<file path="src/rtl/mem_arbiter.sv">
// Two-requester arbiter (instruction fetch, load/store) in front of one single-port memory.
// Optional access timeout with sticky err flag is enabled by defining MEM_ARB_TIMEOUT_EN.
module mem_arbiter #(
    parameter int ADDR_W  = 8,
    parameter int DATA_W  = 16,
    parameter int TIMEOUT = 15
) (
    input  logic              clk,
    input  logic              reset,
    input  logic              if_req,
    input  logic [ADDR_W-1:0] if_addr,
    output logic [DATA_W-1:0] if_rdata,
    output logic              if_done,
    input  logic [1:0]        ls_req,
    input  logic [ADDR_W-1:0] ls_addr,
    input  logic [DATA_W-1:0] ls_wdata,
    output logic [DATA_W-1:0] ls_rdata,
    output logic              ls_done,
    output logic              mem_en,
    output logic              mem_we,
    output logic [ADDR_W-1:0] mem_addr,
    output logic [DATA_W-1:0] mem_wdata,
    input  logic [DATA_W-1:0] mem_rdata,
    input  logic              mem_ack,
    output logic              busy,
    output logic              grant,
    output logic              err
);

    typedef enum logic [1:0] {IDLE, ACCESS, RESP} state_e;

    if (TIMEOUT < 1) begin : g_bad_timeout
        $error("mem_arbiter: TIMEOUT must be at least 1");
    end

    state_e            state_q, state_d;
    logic              owner_q, owner_d;   // 0 = fetch, 1 = load/store
    logic              rr_q, rr_d;         // 1 = next tie goes to load/store
    logic              we_q, we_d;
    logic [ADDR_W-1:0] addr_q, addr_d;
    logic [DATA_W-1:0] wdata_q, wdata_d;
    logic [DATA_W-1:0] if_rdata_q, if_rdata_d;
    logic [DATA_W-1:0] ls_rdata_q, ls_rdata_d;

    logic ls_load, ls_store, ls_valid, pick_ls;
    assign ls_load  = (ls_req == 2'b01);
    assign ls_store = (ls_req == 2'b10);
    assign ls_valid = ls_load | ls_store;

`ifdef MEM_ARB_TIMEOUT_EN
    localparam int CNT_W = $clog2(TIMEOUT + 1);
    logic [CNT_W-1:0] cnt_q, cnt_d;
    logic             err_q, err_d;
`endif

    // NOTE: every always_comb target gets its default first, so no path can infer a latch.
    always_comb begin
        state_d    = state_q;
        owner_d    = owner_q;
        rr_d       = rr_q;
        we_d       = we_q;
        addr_d     = addr_q;
        wdata_d    = wdata_q;
        if_rdata_d = if_rdata_q;
        ls_rdata_d = ls_rdata_q;
        pick_ls    = 1'b0;
`ifdef MEM_ARB_TIMEOUT_EN
        cnt_d      = cnt_q;
        err_d      = err_q;
`endif
        case (state_q)
            IDLE: begin
                if (if_req || ls_valid) begin
                    pick_ls = ls_valid && (!if_req || rr_q);
                    owner_d = pick_ls;
                    addr_d  = pick_ls ? ls_addr : if_addr;
                    wdata_d = pick_ls ? ls_wdata : '0;
                    we_d    = pick_ls && ls_store;
                    state_d = ACCESS;
`ifdef MEM_ARB_TIMEOUT_EN
                    cnt_d   = '0;
`endif
                end
            end
            ACCESS: begin
                if (mem_ack) begin
                    if (!we_q) begin
                        if (owner_q) ls_rdata_d = mem_rdata;
                        else         if_rdata_d = mem_rdata;
                    end
                    state_d = RESP;
                end
`ifdef MEM_ARB_TIMEOUT_EN
                // An ack on the limit cycle takes precedence over the timeout.
                else if (cnt_q == CNT_W'(TIMEOUT - 1)) begin
                    err_d   = 1'b1;
                    state_d = RESP;
                end else begin
                    cnt_d = cnt_q + 1'b1;
                end
`endif
            end
            RESP: begin
                rr_d    = ~owner_q;
                state_d = IDLE;
            end
            default: state_d = IDLE;
        endcase
    end

    // NOTE: sequential state uses non-blocking assignments only.
    always_ff @(posedge clk or negedge reset) begin
        if (!reset) begin
            state_q    <= IDLE;
            owner_q    <= 1'b0;
            rr_q       <= 1'b1;
            we_q       <= 1'b0;
            addr_q     <= '0;
            wdata_q    <= '0;
            if_rdata_q <= '0;
            ls_rdata_q <= '0;
        end else begin
            state_q    <= state_d;
            owner_q    <= owner_d;
            rr_q       <= rr_d;
            we_q       <= we_d;
            addr_q     <= addr_d;
            wdata_q    <= wdata_d;
            if_rdata_q <= if_rdata_d;
            ls_rdata_q <= ls_rdata_d;
        end
    end

`ifdef MEM_ARB_TIMEOUT_EN
    always_ff @(posedge clk or negedge reset) begin
        if (!reset) begin
            cnt_q <= '0;
            err_q <= 1'b0;
        end else begin
            cnt_q <= cnt_d;
            err_q <= err_d;
        end
    end
    assign err = err_q;
`else
    assign err = 1'b0;
`endif

    logic in_access, in_resp;
    assign in_access = (state_q == ACCESS);
    assign in_resp   = (state_q == RESP);

    assign mem_en    = in_access;
    assign mem_we    = in_access && we_q;
    assign mem_addr  = in_access ? addr_q : '0;
    assign mem_wdata = in_access ? wdata_q : '0;
    assign if_done   = in_resp && !owner_q;
    assign ls_done   = in_resp && owner_q;
    assign busy      = (state_q != IDLE);
    assign grant     = owner_q;
    assign if_rdata  = if_rdata_q;
    assign ls_rdata  = ls_rdata_q;

endmodule

</file>
<file path="config.mk">
export PLATFORM = sky130hd
export DESIGN_NAME = mem_arbiter
export DESIGN_NICKNAME = d
export VERILOG_FILES = /design/src/rtl/mem_arbiter.sv
export SDC_FILE = /design/constraint.sdc
export NUM_CORES = 1
export LEC_CHECK = 0
export ABC_AREA = 0
export CAP_MARGIN = 0
export CORE_MARGIN = 1
export CORE_UTILIZATION = 42
export DETAILED_ROUTE_END_ITERATION = 10
export GPL_ROUTABILITY_DRIVEN = 0
export GPL_TIMING_DRIVEN = 1
export PLACE_DENSITY = 0.91
export SLEW_MARGIN = 10
export SYNTH_ARGS = -nofsm -noshare
export SYNTH_HDL_FRONTEND = slang
export SYNTH_SLANG_ARGS = --single-unit
</file>
<file path="constraint.sdc">
create_clock -name clk -period 1.7 [get_ports clk]
set_input_delay 0.255 -clock clk [delete_from_list [all_inputs] [get_ports clk]]
set_output_delay 0.255 -clock clk [all_outputs]
set_load 0.02 [all_outputs]
</file>
==> impl_metrics.ini, run 1 <==
[yosys]
postSynth.asyncResetShare_pct = 100
synth.mux.area_fraction_pct = 14.9
synthFlopType = dfrtp_1
synth-seq-cells = 61
yosysSeqAreaShare_pct = 56.8
ys_types = 30
synth_simple_gate_area_share_pct = 12.5
avgSynthCellArea_um2 = 13.2
synth_compound_area_share_pct = 11.1
synthXorXnorAreaFrac_pct = 0
yosysWarnings = 0
synth_cells = 204
synth-edff-count = 0
synth_top_family_by_area = multiplexers
synth_area_mm2 = 0.00269
syn-num-nets = 259
synth_fa_ha_area_share_pct = 0.466

[route]
drc_errors = 0
vias_per_cell = 4.98
routedWlPerCell_um = 15.3
initialDrtViolationCount = 31
dr.pass1.iters = 4
drtAntennaViolNets = 0
vias = 2051
wl_um = 6320

[final_layout]
syn2layout_area_growth_pct = 55.5
antennaDiodeCount = 0
drive_gt1_share_pct = 29.4
fin_cells = 412
final_util_pct = 69.0
fillers = 445
finalNetCount = 388

[clocking]
cts_tree = yes
clk-insertion-delay-late_ps = 320
cts_buffer_depth = 2
cts_buffers = 9
cts_sinks = 61
h-tree-depth = 3
cts_setup_buffers = 0
clk_pin_slew_ps = 70
cts-root-buf = clkbuf_8

[power_and_ir_drop]
p_leak_nw = 1.93
p_per_area_mw_per_mm2 = 1900
peakVddDrop_uv = 997

[global_route]
grt_pass1_wl_um = 9760
grt_use_met2_pct = 30.6
met1_usage_pct = 25.4
grt_use_total_pct = 19.6
top_usage_layer = met2
use_met3_pct = 6.00
grt_overflow = 0
antenna_found_initial = 0
grt_pass1_vias = 2011
grt_max_degree = 62

[worst_setup_path]
path_class = flop to flop
setup.worst_path.end_class = flop
r2r_end = if_rdata[2]
slowest_delay_ps = 410
startpoint = state_q[1]
reg2reg_slack_ps = 40
crit_buf_inv = 2
critPathCapture = if_rdata[2]
cp.arrival_ps = 1870
worstPathCellList = nor2b_4 > buf_12 > and4bb_4 > clkbuf_16 > mux2_2
ff2ff_path_depth = 5
slowest_stage = dfrtp_1
path_depth = 5
critPathTopFamily = simple AND/OR/NAND/NOR gates
crit_required_ps = 1910
startpoint_type = flop
worst-path-max-fanout = 15
timing.rr.start = state_q[1]

[run_status]
status = finished, final reports clean

[floorplan]
die_width_um = 82.0
rows = 28
num_io_pins = 117
start_util_pct = 44.3
core_area_mm2 = 0.00606
die_y_um = 82.0
die_area_mm2 = 0.00672

[timing]
hold_viol = 0
final-setup-viol-count = 0
whs_ps = 467
finalCritPeriodShare_pct = 97.8
fmax_mhz = 601
fin_crit_ps = 1660
finalSetupTns_ps = 0
fin_skew_ps = 6.73
finalMaxSlewViolations = 0

[worst_hold_path]
hold_path.class = primary input to asynchronous set/reset pin

[placed_design]
dp_hpwl_um = 4270
port_buffers = 115
dp.cells = 394

[flow_run]
drv_cap = 0
how the worst min path moves through the flow:
stage                     depth (start not counted)  slack (ps)     endpoint
after floorplan                                   0         -40    addr_q[0]
after global routing                              3         510  wdata_q[14]
after global placement                            2         280  if_rdata[9]
after CTS                                         3         470  ls_rdata[9]
after detailed placement                          2         280  ls_rdata[9]
final                                             3         470  ls_rdata[9]
routing by layer:
layer	vias to the layer above	part of all wire, %
li1	978	-
met1	978	44
met2	89	49
met3	6	6.8
met4	0	1.0
met5	-	0
tightest hold or removal path, delay by kind of cell:
family   cells  cell delay, ps
buf+inv      3             930
synth_stat cells (all sizes together) (2+ instances only):
cell | instances | area, µm²
a31oi | 8 | 50.1
buf | 10 | 76.3
a22o | 17 | 149
nand3b | 8 | 60.1
nor2 | 2 | 7.51
nor2b | 2 | 15.0
o21ai | 8 | 40.0
and2 | 27 | 169
nand2b | 2 | 12.5
dfrtp | 60 | 1500
mux2 | 32 | 402
inv | 3 | 11.3
a21oi | 9 | 45.0
clkbuf | 5 | 18.8
stage by stage:
stage	area, µm²	setup WS (ps)	power (W)
2_1_floorplan	2690	142	0.00475
3_3_place_gp	4020	-61.9	0.00657
3_5_place_dp	4020	-96.3	0.00668
4_1_cts	4120	-45.8	0.00784
5_1_grt	4180	-5.14	0.00843
6_report	4180	36.6	0.00796
final cells by class:
class | count | area (µm²) | share of cell area [%]
clock buffer | 10 | 138 | 3.29
clock inverter | 5 | 75.1 | 1.80
inverter | 3 | 11.3 | 0.269
multi-input combinational | 125 | 1060 | 25.4
sequential | 61 | 1530 | 36.5
tap | 75 | 93.8 | 2.24
timing repair buffer | 133 | 1270 | 30.4
report_power, final:
group / leakage, nW / switching [W] / internal, W
Clock: 0.112 / 0.000521 / 0.000849
Combinational: 1.07 / 0.00191 / 0.00215
Sequential: 0.740 / 0.000382 / 0.00214
Total: 1.93 / 0.00281 / 0.00514
registers in the layout (all words and copies together) (netlist names):
register  count
we_q          1
grant         1
wdata_q      16
addr_q        8
ls_rdata     16
rr_q          1
state_q       2
if_rdata     16
placed cells by master (no fill, tap or decap), drive strengths merged:
cell           instances
dfstp                  1
dlygate4sd3            1
nor2                   2
nand4b                 1
clkbuf                15
clkinv                 3
nand2                  1
and4bb                 1
nor3b                  1
clkdlybuf4s15          1
buf                   41
a21oi                  9
a22o                  17
conb                   1
inv                    3
mux2                  32
nand2b                 2
dfrtp                 60
clkdlybuf4s50         84
nand3b                 8
bufinv                 2
a21o                   1
o31ai                  1
dlygate4sd2            1
ha                     1
o21ai                  8
nor3                   1
nor2b                  2
and2                  27
and3                   1
a31oi                  8
timing repair:
action	in CTS	in global routing
gates resized for setup	104	19
hold buffers	1	0
endpoints found under the setup margin	30	10
hold endpoints to repair	60	0
gates cloned	0	2
logic make-up (layout without fill, tap and decap cells):
family | Yosys count | after routing
flip-flops | 61 | 61
multiplexers | 32 | 32
buffers and inverters | 18 | 151
AO/OA/AOI/OAI | 44 | 44
other | 1 | 1
AND/OR/NAND/NOR | 47 | 47
adder cells (fa/ha/maj) | 1 | 1
Power figures use the tool's default switching activity.
==> run 2, diff against run 1 <==
CTS_CLUSTER_SIZE = 14   (was default)
SETUP_SLACK_MARGIN = 0.02   (was default)
TNS_END_PERCENT = 5   (was default)
==> impl_metrics.ini, run 2 (synthesized netlist as in run 1, its figures left out) <==
[global_route]
antenna_found_initial = 0
grt_pass1_wl_um = 9760
grt_overflow = 0
grt_pass1_vias = 2006
grt_use_total_pct = 19.6
grt_max_degree = 62

[final_layout]
regArea_mm2 = 0.00153
final_common_cell = clkdlybuf4s50_1
antennaDiodeCount = 0
fin_cells = 410
finalNetCount = 386
drive_gt1_share_pct = 29.3
syn2layout_area_growth_pct = 53.7
multi_input_area_mm2 = 0.00105
fillers = 453
final_cell_mix = clkdlybuf4s50_1, dfrtp_1, and2_1

[worst_setup_path]
ff2ff_path_depth = 5
crit_required_ps = 1900
cp.arrival_ps = 1840
timing.rr.start = state_q[1]
setup.worst_path.end_class = flop
worst-path-max-fanout = 29
path_class = flop to flop
startpoint_type = flop
reg2reg_slack_ps = 60
r2r_end = if_rdata[9]

[floorplan]
num_io_pins = 117
die_area_mm2 = 0.00672
die_width_um = 82.0
start_util_pct = 44.3
die_y_um = 82.0
core_area_mm2 = 0.00606
rows = 28

[clocking]
cts_setup_buffers = 0
cts_sinks = 61
cts_buffers = 9
cts_tree = yes
clk_pin_slew_ps = 70
cts-root-buf = clkbuf_8
h-tree-depth = 3
clk-insertion-delay-late_ps = 320
cts_buffer_depth = 2

[route]
vias_per_cell = 4.96
drtAntennaViolNets = 0
dr.pass1.iters = 4
initialDrtViolationCount = 40
drc_errors = 0
routedWlPerCell_um = 14.6
vias = 2035
wl_um = 5980

[timing]
grt_setup_unrepaired = true
fin_crit_ps = 1640
finalMaxSlewViolations = 0
setup_slack_ps = 56.6
fmax_mhz = 608
fin_skew_ps = 6.97
finalCritPeriodShare_pct = 96.7
finalSetupTns_ps = 0
hold_viol = 0
final-setup-viol-count = 0

[placed_design]
dp_hpwl_um = 4270
port_buffers = 115
dpl_worst_slack_ps = -96.3
dp.cells = 394

[power_and_ir_drop]
peakVddDrop_uv = 914
p_per_area_mw_per_mm2 = 1890
power.total_w = 0.00783
p_leak_nw = 1.90

[worst_hold_path]
hold_path.class = primary input to asynchronous set/reset pin

[run_status]
status = finished, final reports clean

[flow_run]
drv_cap = 0
-- run 2: repair_timing --
item	in CTS	in global routing
pin swaps	0	1
resized for setup	107	21
endpoints found under the setup margin	30	33
hold buffers	1	0
hold endpoints to repair	60	0
gates cloned	0	0
-- run 2: power by group --
group	total, W	leakage, nW	internal (W)	switching, W
clock network	0.00136	0.112	0.000849	0.000513
logic	0.00394	1.05	0.00208	0.00187
registers	0.00252	0.740	0.00214	0.000375
total	0.00783	1.90	0.00507	0.00276
-- run 2: worst max path at each step --
stage | start | endpoint | slack [ps] | depth (start not counted)
after floorplan | ls_req[0] | wdata_q[10] | 140 | 7
after global placement | ls_req[0] | wdata_q[10] | -60 | 7
after detailed placement | ls_req[0] | wdata_q[5] | -100 | 7
after CTS | state_q[1] | busy | 9 | 4
after global routing | state_q[1] | if_rdata[6] | -6 | 5
final | state_q[1] | if_rdata[9] | 60 | 5
-- run 2: through the flow --
step	utilization, %	hold slack (ps)	area [µm²]
6_report	68.2	468	4130
4_1_cts	67.9	469	4110
3_3_place_gp	66.3	282	4020
3_5_place_dp	66.3	282	4020
2_1_floorplan	-	-40.6	2690
5_1_grt	68.2	510	4130
-- run 2: per-layer routing --
| metal | track usage, % | share of wire [%] | vias up |
|---|---|---|---|
| met5 | 0 | 0 | - |
| met4 | 7.37 | 1.0 | 0 |
| met3 | 6.00 | 6.5 | 6 |
| met2 | 30.3 | 48 | 80 |
| met1 | 25.6 | 44 | 975 |
| li1 | - | - | 974 |
-- run 2: worst max-delay path: stages, from the launching register on --
cell      delay (ps)
dfrtp_1          390
nor2b_2          170
buf_12           180
and4bb_2         280
buf_12           160
mux2_2           340
-- run 2: final cells by class --
class / instances / share of cell area [%]
repair buffers: 131 / 29.8
well taps: 75 / 2.27
clock buffers: 10 / 3.33
inverters: 3 / 0.273
clock inverters: 5 / 1.82
multi-input cells: 125 / 25.5
flip-flops and latches: 61 / 37.0
==> run 3, diff against run 2 <==
PLACE_DENSITY = 0.8   (was 0.91)
==> impl_metrics.ini, run 3 (synthesized netlist as in run 1, its figures left out) <==
[route]
wl_um = 6350
routedWlPerCell_um = 15.4
vias = 2082
drc_errors = 0
drtAntennaViolNets = 0
initialDrtViolationCount = 77
dr.pass1.iters = 4
vias_per_cell = 5.07

[floorplan]
die_area_mm2 = 0.00672
die_width_um = 82.0
start_util_pct = 44.3
rows = 28
die_y_um = 82.0
num_io_pins = 117
core_area_mm2 = 0.00606

[worst_setup_path]
setup.worst_path.end_class = output pin
critPathTopFamily = buffers and inverters
cp.arrival_ps = 1360
path_class = flop to output pin
startpoint_type = flop
crit_buf_inv = 2
worstPathCellList = nor2b_4 > buf_6 > clkdlybuf4s15_1
slowest_stage = dfrtp_1
crit_required_ps = 1440
slowest_delay_ps = 400
worst-path-max-fanout = 14

[clocking]
h-tree-depth = 3
clk_pin_slew_ps = 60
cts_buffer_depth = 2
cts_buffers = 9
clk-insertion-delay-late_ps = 330
cts_tree = yes
cts-root-buf = clkbuf_8
cts_sinks = 61

[timing]
final-setup-viol-count = 0
fmax_mhz = 619
fin_skew_ps = 4.87
finalSetupTns_ps = 0
finalMaxSlewViolations = 0
fin_crit_ps = 1610
finalCritPeriodShare_pct = 95.0
grt_setup_unrepaired = false
whs_ps = 410
hold_viol = 0

[worst_hold_path]
hold_path.class = primary input to asynchronous set/reset pin

[global_route]
grt_overflow = 0
grt_pass1_vias = 2078
grt_max_degree = 45
grt_use_total_pct = 19.9
antenna_found_initial = 0
grt_pass1_wl_um = 9970

[final_layout]
syn2layout_area_growth_pct = 52.1
fin_cells = 411
final_common_cell = clkdlybuf4s50_1
antennaDiodeCount = 0
fillers = 476
finalNetCount = 388
drive_gt1_share_pct = 29.2
final_cell_mix = clkdlybuf4s50_1, dfrtp_1, and2_1, buf_2, mux2_2

[run_status]
status = finished, final reports clean

[placed_design]
dp.cells = 396
port_buffers = 115
dp_hpwl_um = 4570

[power_and_ir_drop]
p_leak_nw = 1.90
peakVddDrop_uv = 1150
p_per_area_mw_per_mm2 = 1860

[flow_run]
drv_cap = 0
-- run 3: changes by cell type in the layout (fill, tap and decap cells not counted), moves of 2 or more --
cell,previous run,this run
buf_2,12,27
buf_4,23,10
bufinv_16,2,0
clkbuf_2,4,2
clkinv_2,3,1
buf_6,0,2
clkbuf_8,10,13
-- run 3: path summary, 6_finish.rpt --
path,start,end,slack (ps),cells past startpoint
setup / recovery,state_q[1],mem_en,90,3
hold / removal,reset,if_rdata[0],410,2
setup reg to reg,state_q[1],if_rdata[12],90,5
hold reg to reg,wdata_q[5],wdata_q[5],500,1
max in group asynchronous,reset,rr_q,650,3
min in group clk,wdata_q[5],wdata_q[5],500,1
-- run 3: what timing repair did --
action | CTS | global route
hold endpoints to repair | 17 | 0
hold buffers | 1 | 0
gates resized for setup | 84 | 33
buffers inserted | 0 | 0
endpoints found under the setup margin | 30 | 27
-- run 3: report_power, final --
part	leakage, nW	internal (W)	switching, W	total, W
sequential	0.740	0.00214	0.000353	0.00250
combinational	1.06	0.00205	0.00190	0.00395
clock	0.0974	0.000670	0.000507	0.00118
-- run 3: through the flow --
step	setup WS (ps)	util [%]	instance area, µm²	total power, W
5_1_grt	29.4	67.4	4090	0.00810
4_1_cts	-60.5	69.8	4230	0.00780
2_1_floorplan	142	-	2690	0.00475
3_5_place_dp	-136	66.4	4020	0.00669
6_report	85.0	67.4	4090	0.00762
3_3_place_gp	-63.7	66.4	4020	0.00658
-- run 3: layout make-up --
cell class	count	area, µm²	area share (%)
Clock buffer	13	179	4.38
Inverter	3	11.3	0.275
Clock inverter	1	5.00	0.122
Tap cell	75	93.8	2.30
Timing Repair Buffer	133	1210	29.7
Sequential cell	61	1530	37.4
Multi-Input combinational cell	125	1060	25.9
-- run 3: metal layers --
layer | routed length [µm] | vias to the layer above | track usage, %
li1 | - | 983 | -
met1 | 2820 | 995 | 24.8
met2 | 2930 | 98 | 32.7
met3 | 546 | 6 | 6.44
met4 | 51 | 0 | 6.14
met5 | 0 | - | 0
==> variant: new RTL, flow settings as in run 2 <==
Add a define of `MEM_ARB_TIMEOUT_EN`.
--- a/src/rtl/mem_arbiter.sv
+++ b/src/rtl/mem_arbiter.sv
@@ -1,5 +1,7 @@
 // Two-requester arbiter (instruction fetch, load/store) in front of one single-port memory.
 // Optional access timeout with sticky err flag is enabled by defining MEM_ARB_TIMEOUT_EN.
+`define MEM_ARB_TIMEOUT_EN
+
 module mem_arbiter #(
     parameter int ADDR_W  = 8,
     parameter int DATA_W  = 16,
Function: same outputs for any inputs over 10 cycles, from zero or initial values and one cycle with reset low; that may be too few to reach the edited logic, so the function may still have changed.
==> variant against run 2 <==
- final cell count up 9.8%
- cell area grew 7.7%
- setup slack better by 7.4 ps
- clock skew increased by 2.6 ps
- combinational power up 3%
- global-route usage down 0.11 points
- sequential cell count up 5
- core utilization fell by 2.3 points
- power is 5.3% higher
- synthesized area rose by 8.9%
- routed wire length increased by 14%
- synthesized cell count is 10% higher
- first-iteration DRC count down 5.0%
==> variant: results (changes against run 2) <==
metric;value;unit;change
Iter 0 DRT Violations;38;;-5.0%
fin crit period;1640;ps;-7.42 ps
Layout Nets;422;;+9.3%
combinational power share;49.2;%;-1.2 points
P_comb;4.05;mW;+3%
Non-Filler Instances;450;;+9.8%
Final Skew;9.52;ps;+2.55 ps
top cells by area, synth;dfrtp_1 (56%), mux2_2 (13%), and2_1 (5.6%);;
Max VDD drop;0.000705;V;-23%
pre-CTS WS;-329;ps;-233 ps
crit path DAT;1860;ps;+20 ps
sequential fraction of the synthesis area;56.5;%;-0.39 points
Worst-Skew Late Latency;340;ps;+20 ps
gr usage total;19.5;%;-0.11 points
post-synthesis net count;282;;+8.9%
Post-Route WL;6820;um;+14%
P_int;5.27;mW;+3.9%
Setup crit end;ls_rdata[5]$_DFFE_PN0P_;;
cts repair resizes;112;;+4.7%
Placed Cells;433;;+9.9%
R2R cell count;6;;+1
Area Overhead vs Synth;51.9;%;
leakage;2.03;nW;+6.9%
Sequential Power;2.70;mW;+7%
crit-path max FO;16;;-45%
first-pass GRT wire length;11200;um;+15%
Placed Area;0.00434;sq mm;+8.0%
status;complete, no violations;;
most frequent cells after synthesis;dfrtp_1 (65), mux2_2 (33), and2_1 (26);;
variant: cell types whose count changed after synthesis, moves of 3 or more:
cell	change
mux2_4	-11
buf_2	-3
nand3b_1	-8
or3b_2	+8
dfrtp_1	+5
mux2_2	+12
variant: cell families after synthesis:
| logic type | count (synthesis) | share of synthesized area (%) |
|---|---|---|
| AO/OA/AOI/OAI | 49 | 11.9 |
| buffers and inverters | 18 | 3.59 |
| AND/OR/NAND/NOR | 56 | 14.1 |
| flip-flops | 66 | 56.5 |
| adder cells (fa/ha/maj) | 3 | 1.28 |
| multiplexers | 33 | 12.7 |
variant: layout make-up:
type / count / share of cell area [%]
sequential: 66 / 37.2
timing repair buffer: 140 / 28.5
multi-input combinational: 141 / 26.4
clock buffer: 12 / 3.49
tap: 80 / 2.25
clock inverter: 4 / 1.66
inverter: 7 / 0.591
variant: per-layer routing:
layer  track usage, %  wire [um]
met2             33.5       3500
met3             3.37        280
met4             9.09         97
met5                0          0
met1             23.9       2950
